`src/rtl/pmbist.sv`:
```
// Shared types and geometry for the march-test BIST datapath.
// Optional: define PMBIST_CHECKERBOARD_EN for address-parity data inversion.
package pmbist;

  localparam int ADDR_X     = 2;
  localparam int ADDR_Y     = 2;
  localparam int ADDR_X_MAX = (1 << ADDR_X) - 1;
  localparam int ADDR_Y_MAX = (1 << ADDR_Y) - 1;
  localparam int BG_DATA    = 8;

  typedef enum logic [1:0] {
    OP_NOP   = 2'd0,
    OP_WRITE = 2'd1,
    OP_READ  = 2'd2
  } t_op_cmd;

  typedef struct packed {
    logic wr;
    logic inv;
  } t_march_op;

  typedef enum logic [1:0] {
    MS_IDLE,
    MS_RUN,
    MS_DONE
  } t_mseq_state;

  function automatic t_op_cmd f_cmd(input t_march_op op);
    return op.wr ? OP_WRITE : OP_READ;
  endfunction

endpackage

```
`src/rtl/mseq_addr_cnt.sv`:
```
// One address axis: up/down counter with load, step and terminal flag.
// o_wrap is high while the count sits at the end of its travel.
module mseq_addr_cnt #(
  parameter int W   = 2,
  parameter int MAX = 3
) (
  input  logic         clk,
  input  logic         rstn,
  input  logic         i_load,
  input  logic         i_down,
  input  logic         i_step,
  output logic [W-1:0] o_cnt,
  output logic         o_wrap
);

  localparam logic [W-1:0] L_MAX = W'(MAX);

  logic [W-1:0] r_cnt;
  logic [W-1:0] w_nxt;
  logic         w_term;

  assign w_term = i_down ? (r_cnt == '0)
                         : (r_cnt == L_MAX);

  always_comb begin
    w_nxt = r_cnt;
    if (w_term)
      w_nxt = i_down ? L_MAX : '0;
    else if (i_down)
      w_nxt = r_cnt - W'(1);
    else
      w_nxt = r_cnt + W'(1);
  end

  always_ff @(posedge clk) begin
    if (!rstn)
      r_cnt <= '0;
    else if (i_load)
      r_cnt <= i_down ? L_MAX : '0;
    else if (i_step)
      r_cnt <= w_nxt;
  end

  assign o_cnt  = r_cnt;
  assign o_wrap = w_term;

endmodule

```
`src/rtl/march_elem_seq.sv`:
```
// Runs one march element: per address, nops+1 ops with X/Y and data.
// Optional: PMBIST_CHECKERBOARD_EN adds address-parity data inversion.
module march_elem_seq
  import pmbist::*;
#(
  parameter int MAX_OPS = 4,
  parameter int OPW     = $clog2(MAX_OPS)
) (
  input  logic                 clk,
  input  logic                 rstn,
  input  logic                 i_start,
  input  logic                 i_abort,
  input  logic [OPW-1:0]       i_elem_nops,
  input  logic [2*MAX_OPS-1:0] i_elem_ops,
  input  logic                 i_addr_down,
  input  logic                 i_y_fast,
  input  logic [BG_DATA-1:0]   i_bg,
  output t_op_cmd              o_op_cmd,
  output logic [ADDR_X-1:0]    o_addr_x,
  output logic [ADDR_Y-1:0]    o_addr_y,
  output logic [BG_DATA-1:0]   o_data,
  output logic                 o_busy,
  output logic                 o_done
);

  t_mseq_state          r_state;
  logic [OPW-1:0]       r_nops;
  logic [OPW-1:0]       r_opi;
  logic [2*MAX_OPS-1:0] r_ops;
  logic                 r_down;
  logic                 r_yfast;
  logic [BG_DATA-1:0]   r_bg;

  logic               w_run;
  logic               w_cap;
  logic               w_cnt_down;
  logic               w_op_end;
  logic               w_last;
  logic               w_adv;
  logic               w_step_x;
  logic               w_step_y;
  logic               w_x_wrap;
  logic               w_y_wrap;
  logic [OPW-1:0]     w_opi_nx;
  t_march_op          w_op_nx;
  t_march_op          w_op_first;
  logic [BG_DATA-1:0] w_data_nx;
  logic [BG_DATA-1:0] w_data_first;

  assign w_run      = (r_state == MS_RUN);
  assign w_cap      = (r_state == MS_IDLE) && i_start && !i_abort;
  assign w_cnt_down = w_cap ? i_addr_down : r_down;
  assign w_op_end   = (r_opi == r_nops);
  assign w_last     = w_run && w_op_end && w_x_wrap && w_y_wrap;
  assign w_adv      = w_run && !i_abort && !w_last && w_op_end;

  // Fast axis steps on every op wrap; slow axis only when fast wraps
  assign w_step_x = w_adv && (r_yfast ? w_y_wrap : 1'b1);
  assign w_step_y = w_adv && (r_yfast ? 1'b1 : w_x_wrap);

  assign w_opi_nx   = w_op_end ? '0 : r_opi + OPW'(1);
  assign w_op_nx    = t_march_op'(r_ops[{w_opi_nx, 1'b0} +: 2]);
  assign w_op_first = t_march_op'(i_elem_ops[1:0]);

`ifdef PMBIST_CHECKERBOARD_EN
  // Axis maxima are all-ones, so any step (wrap included) flips bit 0
  localparam logic L_PAR_HI = 1'(ADDR_X_MAX) ^ 1'(ADDR_Y_MAX);
  logic w_par_nx;
  logic w_par_first;
  assign w_par_nx = o_addr_x[0] ^ o_addr_y[0]
                  ^ w_step_x ^ w_step_y;
  assign w_par_first = i_addr_down & L_PAR_HI;
  assign w_data_nx = r_bg ^ {BG_DATA{w_op_nx.inv}}
                   ^ {BG_DATA{w_par_nx}};
  assign w_data_first = i_bg ^ {BG_DATA{w_op_first.inv}}
                      ^ {BG_DATA{w_par_first}};
`else
  assign w_data_nx    = r_bg ^ {BG_DATA{w_op_nx.inv}};
  assign w_data_first = i_bg ^ {BG_DATA{w_op_first.inv}};
`endif

  mseq_addr_cnt #(
    .W   (ADDR_X),
    .MAX (ADDR_X_MAX)
  ) u_cnt_x (
    .clk    (clk),
    .rstn   (rstn),
    .i_load (w_cap),
    .i_down (w_cnt_down),
    .i_step (w_step_x),
    .o_cnt  (o_addr_x),
    .o_wrap (w_x_wrap)
  );

  mseq_addr_cnt #(
    .W   (ADDR_Y),
    .MAX (ADDR_Y_MAX)
  ) u_cnt_y (
    .clk    (clk),
    .rstn   (rstn),
    .i_load (w_cap),
    .i_down (w_cnt_down),
    .i_step (w_step_y),
    .o_cnt  (o_addr_y),
    .o_wrap (w_y_wrap)
  );

  always_ff @(posedge clk) begin
    if (!rstn) begin
      r_state  <= MS_IDLE;
      r_nops   <= '0;
      r_opi    <= '0;
      r_ops    <= '0;
      r_down   <= 1'b0;
      r_yfast  <= 1'b0;
      r_bg     <= '0;
      o_op_cmd <= OP_NOP;
      o_data   <= '0;
      o_busy   <= 1'b0;
      o_done   <= 1'b0;
    end else begin
      unique case (r_state)
        MS_IDLE: begin
          o_done   <= 1'b0;
          o_op_cmd <= OP_NOP;
          if (w_cap) begin
            r_state  <= MS_RUN;
            r_nops   <= i_elem_nops;
            r_ops    <= i_elem_ops;
            r_down   <= i_addr_down;
            r_yfast  <= i_y_fast;
            r_bg     <= i_bg;
            r_opi    <= '0;
            o_op_cmd <= f_cmd(w_op_first);
            o_data   <= w_data_first;
            o_busy   <= 1'b1;
          end
        end
        MS_RUN: begin
          if (i_abort) begin
            r_state  <= MS_IDLE;
            o_op_cmd <= OP_NOP;
            o_busy   <= 1'b0;
          end else if (w_last) begin
            r_state  <= MS_DONE;
            o_op_cmd <= OP_NOP;
            o_busy   <= 1'b0;
            o_done   <= 1'b1;
          end else begin
            r_opi    <= w_opi_nx;
            o_op_cmd <= f_cmd(w_op_nx);
            o_data   <= w_data_nx;
          end
        end
        MS_DONE: begin
          r_state  <= MS_IDLE;
          o_done   <= 1'b0;
          o_op_cmd <= OP_NOP;
        end
        default: begin
          r_state  <= MS_IDLE;
          o_op_cmd <= OP_NOP;
          o_busy   <= 1'b0;
          o_done   <= 1'b0;
        end
      endcase
    end
  end

endmodule

```
`config.mk`:
```
export PLATFORM = sky130hd
export DESIGN_NAME = march_elem_seq
export DESIGN_NICKNAME = d
export VERILOG_FILES = /design/src/rtl/pmbist.sv /design/src/rtl/mseq_addr_cnt.sv /design/src/rtl/march_elem_seq.sv
export SDC_FILE = /design/constraint.sdc
export NUM_CORES = 1
export LEC_CHECK = 0
export BUFFER_PORTS_ARGS = -buffer_cell sky130_fd_sc_hd__buf_2
export CORE_MARGIN = 3
export CORE_UTILIZATION = 55
export CTS_CLUSTER_SIZE = 28
export DETAILED_ROUTE_END_ITERATION = 7
export PLACE_DENSITY = 0.85
export SKIP_CTS_REPAIR_TIMING = 1
export SLEW_MARGIN = 20
export SYNTH_ARGS = -nofsm -noshare
export SYNTH_HDL_FRONTEND = slang
export SYNTH_HIERARCHICAL = 1
export SYNTH_SLANG_ARGS = --single-unit
export TNS_END_PERCENT = 1
```
`constraint.sdc`:
```
create_clock -name clk -period 4.4 [get_ports clk]
set_input_delay 0.22 -clock clk [delete_from_list [all_inputs] [get_ports clk]]
set_output_delay 0.22 -clock clk [all_outputs]
set_load 0.02 [all_outputs]
```
; Word level (Yosys, flattened, before mapping)
; Cells that the tools add are included.
[op_classes]
n_addsub = 5
n_mul = 0
div_mod_pow = 0
n_lt_le_gt_ge = 0
eq_ne = 9
n_shift = 1
n_mux = 37
bitwise = 4
reduce_logical = 24
[op_table]
columns = operator, count
row1 = 2-bit 2-to-1 mux, 21
row2 = 8-bit 2-to-1 mux, 3
row3 = 8-bit case mux with 2 select lines, 1
row4 = 8-bit XOR, 2
row5 = 2-bit case mux with 2 select lines, 3
row6 = 1-bit logical AND, 10
row7 = 1-bit 2-to-1 mux, 8
row8 = 2-bit AND reduction, 4
row9 = 8-bit by 4-bit variable part select with 2-bit output, 1
row10 = "2-bit by 1-bit adder with 2-bit output, second input constant", 3
row11 = "2-bit == test, second input constant", 3
row12 = 2-bit zero test, 3
row13 = 2-bit nonzero test, 3
row14 = "2-bit inequality test, second input constant", 2
row15 = 4-bit AND reduction, 1
row16 = "2-bit by 1-bit subtractor with 2-bit output, second input constant", 2
row17 = "3-bit by 2-bit inequality test with 1-bit output, second input constant", 1
row18 = 1-bit case mux with 3 select lines, 1
row19 = 3-bit AND reduction, 1
row20 = "2-bit by 1-bit == test with 1-bit output, second input constant", 1
row21 = 2-bit == test, 1
row22 = 1-bit zero test, 2
row23 = "2-bit by 1-bit inequality test with 1-bit output, second input constant", 1
row24 = 1-bit inverter, 2
[totals]
register_bits = 40
latch_bits = 0
mem_bits_rw = 0
romBits = 0
input_bits = 24
out_inout_bits = 16
n_memories = 0

; Depth between registers and ports, before layout
[logic_depth]
depth_word = 13
mapped_depth = 13
mapped_depth_nobuf = 12

; Hierarchy
; Netlist, hierarchy kept.
[by_module_without_submodules]
columns = mod, n_inst, cells_per_inst, area_each_um2, seq_area_each_um2
row1 = march_elem_seq, 1, 220, 1780.5, 720.7
row2 = mseq_addr_cnt, 2, 19, 148.9, 40.0

; Worst setup path after synthesis
; No wires, ideal clock.
[synth_timing]
path_kind = reg2reg
startpoint = register r_state[1]
endpoint = register u_cnt_x.r_cnt[1], in the netlist u_cnt_x/o_cnt[1]
arrival_time_ns = 3.037
setup_slack_ns = 1.239
path_stages_with_launch = 13
period_less_slack_ns = 3.161
path_cell_list = dfxtp_1 or4b_1 clkbuf_1 nand2_1 nand2_1 o21ai_0 nand4b_1 o31ai_1 clkbuf_1 nor3_1 nor4b_2 o21ai_1 a31oi_1
[synth_via]
elab_chain_len = 12
elab_cells_between_ends = 22
classes_between = eq/ne (1) / mux (9) / reduce/logical (12)
[synth_lines]
columns = item, line_no
row1 = "start, declared", march_elem_seq.sv:26  ; t_mseq_state r_state;
row2 = "start signal, assigned", march_elem_seq.sv:110  ; r_state <= MS_IDLE;
row3 = "start signal, assigned", march_elem_seq.sv:127  ; r_state <= MS_RUN;
row4 = "start signal, assigned", march_elem_seq.sv:141  ; r_state <= MS_IDLE;
row5 = 2-bit zero test, march_elem_seq.sv:51  ; assign w_cap = (r_state == MS_IDLE) && i_start && !i_abort;
row6 = 1-bit logical AND (2 in series), march_elem_seq.sv:51
row7 = 1-bit 2-to-1 mux, --
row8 = named net w_cnt_down, march_elem_seq.sv:36  ; logic w_cnt_down;
row9 = 1-bit 2-to-1 mux, mseq_addr_cnt.sv:22  ; assign w_term = i_down ? (r_cnt == '0)
row10 = named net w_x_wrap, march_elem_seq.sv:42  ; logic w_x_wrap;
row11 = 1-bit logical AND (2 in series), march_elem_seq.sv:54  ; assign w_last = w_run && w_op_end && w_x_wrap && w_y_wrap;
row12 = 1-bit zero test, march_elem_seq.sv:55  ; assign w_adv = w_run && !i_abort && !w_last && w_op_end;
row13 = 1-bit logical AND (2 in series), march_elem_seq.sv:55
row14 = 1-bit logical AND, march_elem_seq.sv:58  ; assign w_step_x = w_adv && (r_yfast ? w_y_wrap : 1'b1);
row15 = named net w_step_x, march_elem_seq.sv:40  ; logic w_step_x;
row16 = 2-bit nonzero test (no line), --
row17 = "end signal, assigned", mseq_addr_cnt.sv:39  ; r_cnt <= i_down ? L_MAX : '0;
row18 = "end signal, assigned", mseq_addr_cnt.sv:41  ; r_cnt <= w_nxt;
row19 = "end, declared", mseq_addr_cnt.sv:18  ; logic [W-1:0] r_cnt;
; The timed path passes the listed nets, and every way through them passes these cells. The select of a mux whose other input is x is not followed.
; A chain may end at the register's enable or synchronous reset.

; Worst setup path in the final report
[layout_timing]
startpoint = register r_state[1]
endpoint = register o_data[2]
[layout_via]
elab_cells_between_ends = 16
classes_between = eq/ne (4) / mux (4) / reduce/logical (8)
[layout_rtl]
columns = item, line_no
row1 = 2-bit zero test, march_elem_seq.sv:51
row2 = 1-bit logical AND (2 in series), march_elem_seq.sv:51
row3 = 1-bit 2-to-1 mux, --
row4 = named net w_cnt_down, march_elem_seq.sv:36
row5 = 1-bit 2-to-1 mux, mseq_addr_cnt.sv:22
row6 = named net w_y_wrap, march_elem_seq.sv:43  ; logic w_y_wrap;
row7 = 1-bit logical AND, march_elem_seq.sv:54
row8 = 2-bit inequality test (no line), --
row9 = 4-bit AND reduction (no line), --
row10 = "end signal, assigned", march_elem_seq.sv:135  ; o_data <= w_data_first;
row11 = "end signal, assigned", march_elem_seq.sv:152  ; o_data <= w_data_nx;
row12 = "end, declared", march_elem_seq.sv:21  ; output logic [BG_DATA-1:0] o_data,
; The timed path passes the listed nets, and every way through them passes these cells.

==> impl_metrics.tcl <==
set metrics [dict create \
    status "finished clean" \
    max_stage_delay_ns 0.67 \
    ys_ff_latch 40 \
    clockRootBuffer "clkbuf_8" \
    crit_buf_inv 1 \
    cts.sink_count 40 \
    syn_area_per_cell_sq_um 8.06 \
    async_flop_share_pct 0 \
    drtAntennaViolNets 0 \
    path_cells "or4b_1 > nand2_1 > nand2_1 > o21ai_0 > nand4b_1 > o31ai_1 > buf_4 > nand2_1 > o21ai_1 > o21ai_0" \
    placed_cell_area_sq_um 2280 \
    ys_seq_area_share_pct 38.5 \
    antenna_found_initial 0 \
    cpMostUsedCell "nand2_1" \
    cp.depth 10 \
    viasPerCell 5.52 \
    slew_viol_final 0 \
    synth_mux_area_share_pct 1.57 \
    design_area_sq_um 2370 \
    die_w_um 67.5 \
    startpoint_type "flop" \
    die-area_sq_um 4550 \
    clk-insertion-delay-late_ns 0.31 \
    hold_path.class "in2reg" \
    cts_buffer_depth 2 \
    portBuffers 39 \
    worst_path_max_delay_cell "or4b_1" \
    grt_pass1_vias 1621 \
    rrSetupSlack_ns 0.89 \
    p_switching_uw 224 \
    path_clk_slew_ns 0.08 \
    grt.overflow.total 0 \
    path_class "reg2reg" \
    drive_above_1_share_pct 19.5 \
    synthesis.nets 282 \
    drt_iter0_drc 133 \
    p_leak_uw 0.000925 \
    fmax_mhz 285 \
    p_clk_share_pct 33.1 \
    synth-xor-area-share_pct 6.68 \
    yosys_warnings 6 \
    synth_edf_count 0 \
    p_sw_share_pct 28.7 \
    final_cells 338 \
    setup_tns_ns 0 \
    grt_use_total_pct 21.8 \
    critical_path_required_ns 4.59 \
    r2r_end "o_data[2]" \
    r2r-start "r_state[1]" \
    slew_headroom_pct 51.4 \
    internal_power_uw 556 \
    crit_arrival_ns 3.70 \
    core_area_sq_um 3490 \
    htreeDepth 2 \
    rr_worst_depth 10 \
    synth_simple_gate_area_share_pct 28.8 \
    die_height_um 67.5 \
    ys.flop_type "dfxtp_1" \
    grt_max_degree 41 \
    netlist_area_sq_um 2080 \
    peakVddDrop_mv 0.221 \
    gp_congestion 0.794 \
    crit_family "simple AND/OR/NAND/NOR gates" \
    final_util_pct 67.9 \
    pwr-share-seq_pct 50.9 \
    num_rows 21 \
    synthAdderAreaFrac_pct 0 \
    drt_pre_antenna_iters 4 \
    rsz0062_at_grt "no" \
    worst_pin_slew_ns 0.723 \
    ioPinCount 40 \
    pwr-share-comb_pct 16.0 \
    grt_pass1_wl_um 7490 \
    finalHoldViolCount 0 \
    synth_cells 258 \
    min_period_ns 3.51 \
    cts_tree "done" \
    hp-start "i_elem_nops[1]" \
    reg_top3 "o_data (8), r_bg (8), r_ops (8)" \
    routedWlPerCell_um 12.9 \
    initial_core_util_pct 59.5 \
    dp_cells 330 \
    fin_skew_ns 0.0108 \
    route.detailed.drc 0 \
    nets 315 \
    fillers 304 \
    hpwl_um 3060 \
    p_per_area_nw_per_um2 329 \
    fin_crit_sh_pct 79.8 \
    diodes 0 \
    setup_viol 0 \
    yosys.cell_types.count 41 \
    crit_fanout 15 \
    hold_depth 3 \
    min_to "r_nops[1]" \
    synth-compound-area-share_pct 20.4 \
    maxCapViolCount 0 \
    synth_top_family_by_area "simple AND/OR/NAND/NOR gates" \
    cp-end-kind "flop" \
    postRouteWirelength_um 4350 \
    cts_buffers 5 \
    area_delta_synth_final_pct 14.2 \
    via_count 1867 \
]
[cells by family after synthesis]
group	Yosys count
XOR/XNOR	15
buffers and inverters	19
AND/OR/NAND/NOR	119
multiplexers	3
AO/OA/AOI/OAI	62
flip-flops	40
[power groups by stage]
stage / clock network (uW) / registers (uW) / logic [uW]
2_1_floorplan: 0 / 415 / 78.2
3_3_place_gp: 0 / 404 / 123
3_5_place_dp: 0 / 406 / 125
4_1_cts: 264 / 397 / 126
5_1_grt: 279 / 400 / 141
6_report: 259 / 397 / 125
[cell usage after synthesis (all sizes together) (7+ instances only)]
cell type   n  share of area, %
a21boi     21               7.6
a31oi      12               3.6
and2        7               2.1
buf         7               1.9
clkbuf      9               1.6
dfxtp      40                39
nand2      55               9.9
nand3      10               2.4
nor2       15               2.7
o211ai      7               2.5
o21ai      11               2.6
or3         7               2.1
xor2       10               4.2
[how the worst max path moves through the flow]
stage	startpoint	to	slack, ns
after floorplan	r_state[1]	u_cnt_x/o_cnt[1]	1.24
after global placement	r_state[1]	o_data[2]	1.11
after detailed placement	r_state[1]	o_data[2]	0.95
after CTS	r_state[1]	o_data[2]	0.93
after global routing	r_state[1]	o_data[2]	0.52
final	r_state[1]	o_data[2]	0.89
[layout by cell type, fill, tap and decap left out, drive strengths merged, types with 4 or more instances in the layout]
cell type  count
nor2b          6
o211ai         7
a21boi        21
and2           7
clkbuf         6
dfxtp         40
o21ai         11
nand3         10
nor2          15
a31oi         12
xnor2          5
nor4b          4
xor2          10
buf           42
or3            7
nand2         55
nor3           6
[through the flow]
stage                     worst slack, ns  power, uW  hold WS, ns
final                               0.889        780        0.164
after global routing                0.523        820        0.174
after CTS                           0.926        786        0.154
after detailed placement            0.950        531        0.455
after global placement               1.11        527        0.449
after floorplan                      1.24        493        0.329
[area by class of cell]
type                    count  area, sq um  area share (%)
repair buffers             42          218            9.17
multi-input cells         199         1190            50.3
well taps                  46         57.6            2.42
clock inverters             2         10.0           0.422
flip-flops and latches     40          801            33.7
inverters                   3         11.3           0.474
clock buffers               6         82.6            3.48
[routing by layer]
metal / track usage [%] / wire (um) / vias to the layer above / share of wire, %
li1: - / - / 966 / -
met1: 27.0 / 1980 / 856 / 46
met2: 35.6 / 2050 / 40 / 47
met3: 7.49 / 270 / 5 / 6.2
met4: 6.08 / 47 / 0 / 1.1
met5: 0 / 0 / - / 0
[worst min-delay path: stages]
cell and delay (ns):
buf_2 0.09, nand2_1 0.04, a21boi_0 0.06
No activity file was read; power rests on OpenSTA's default activity.
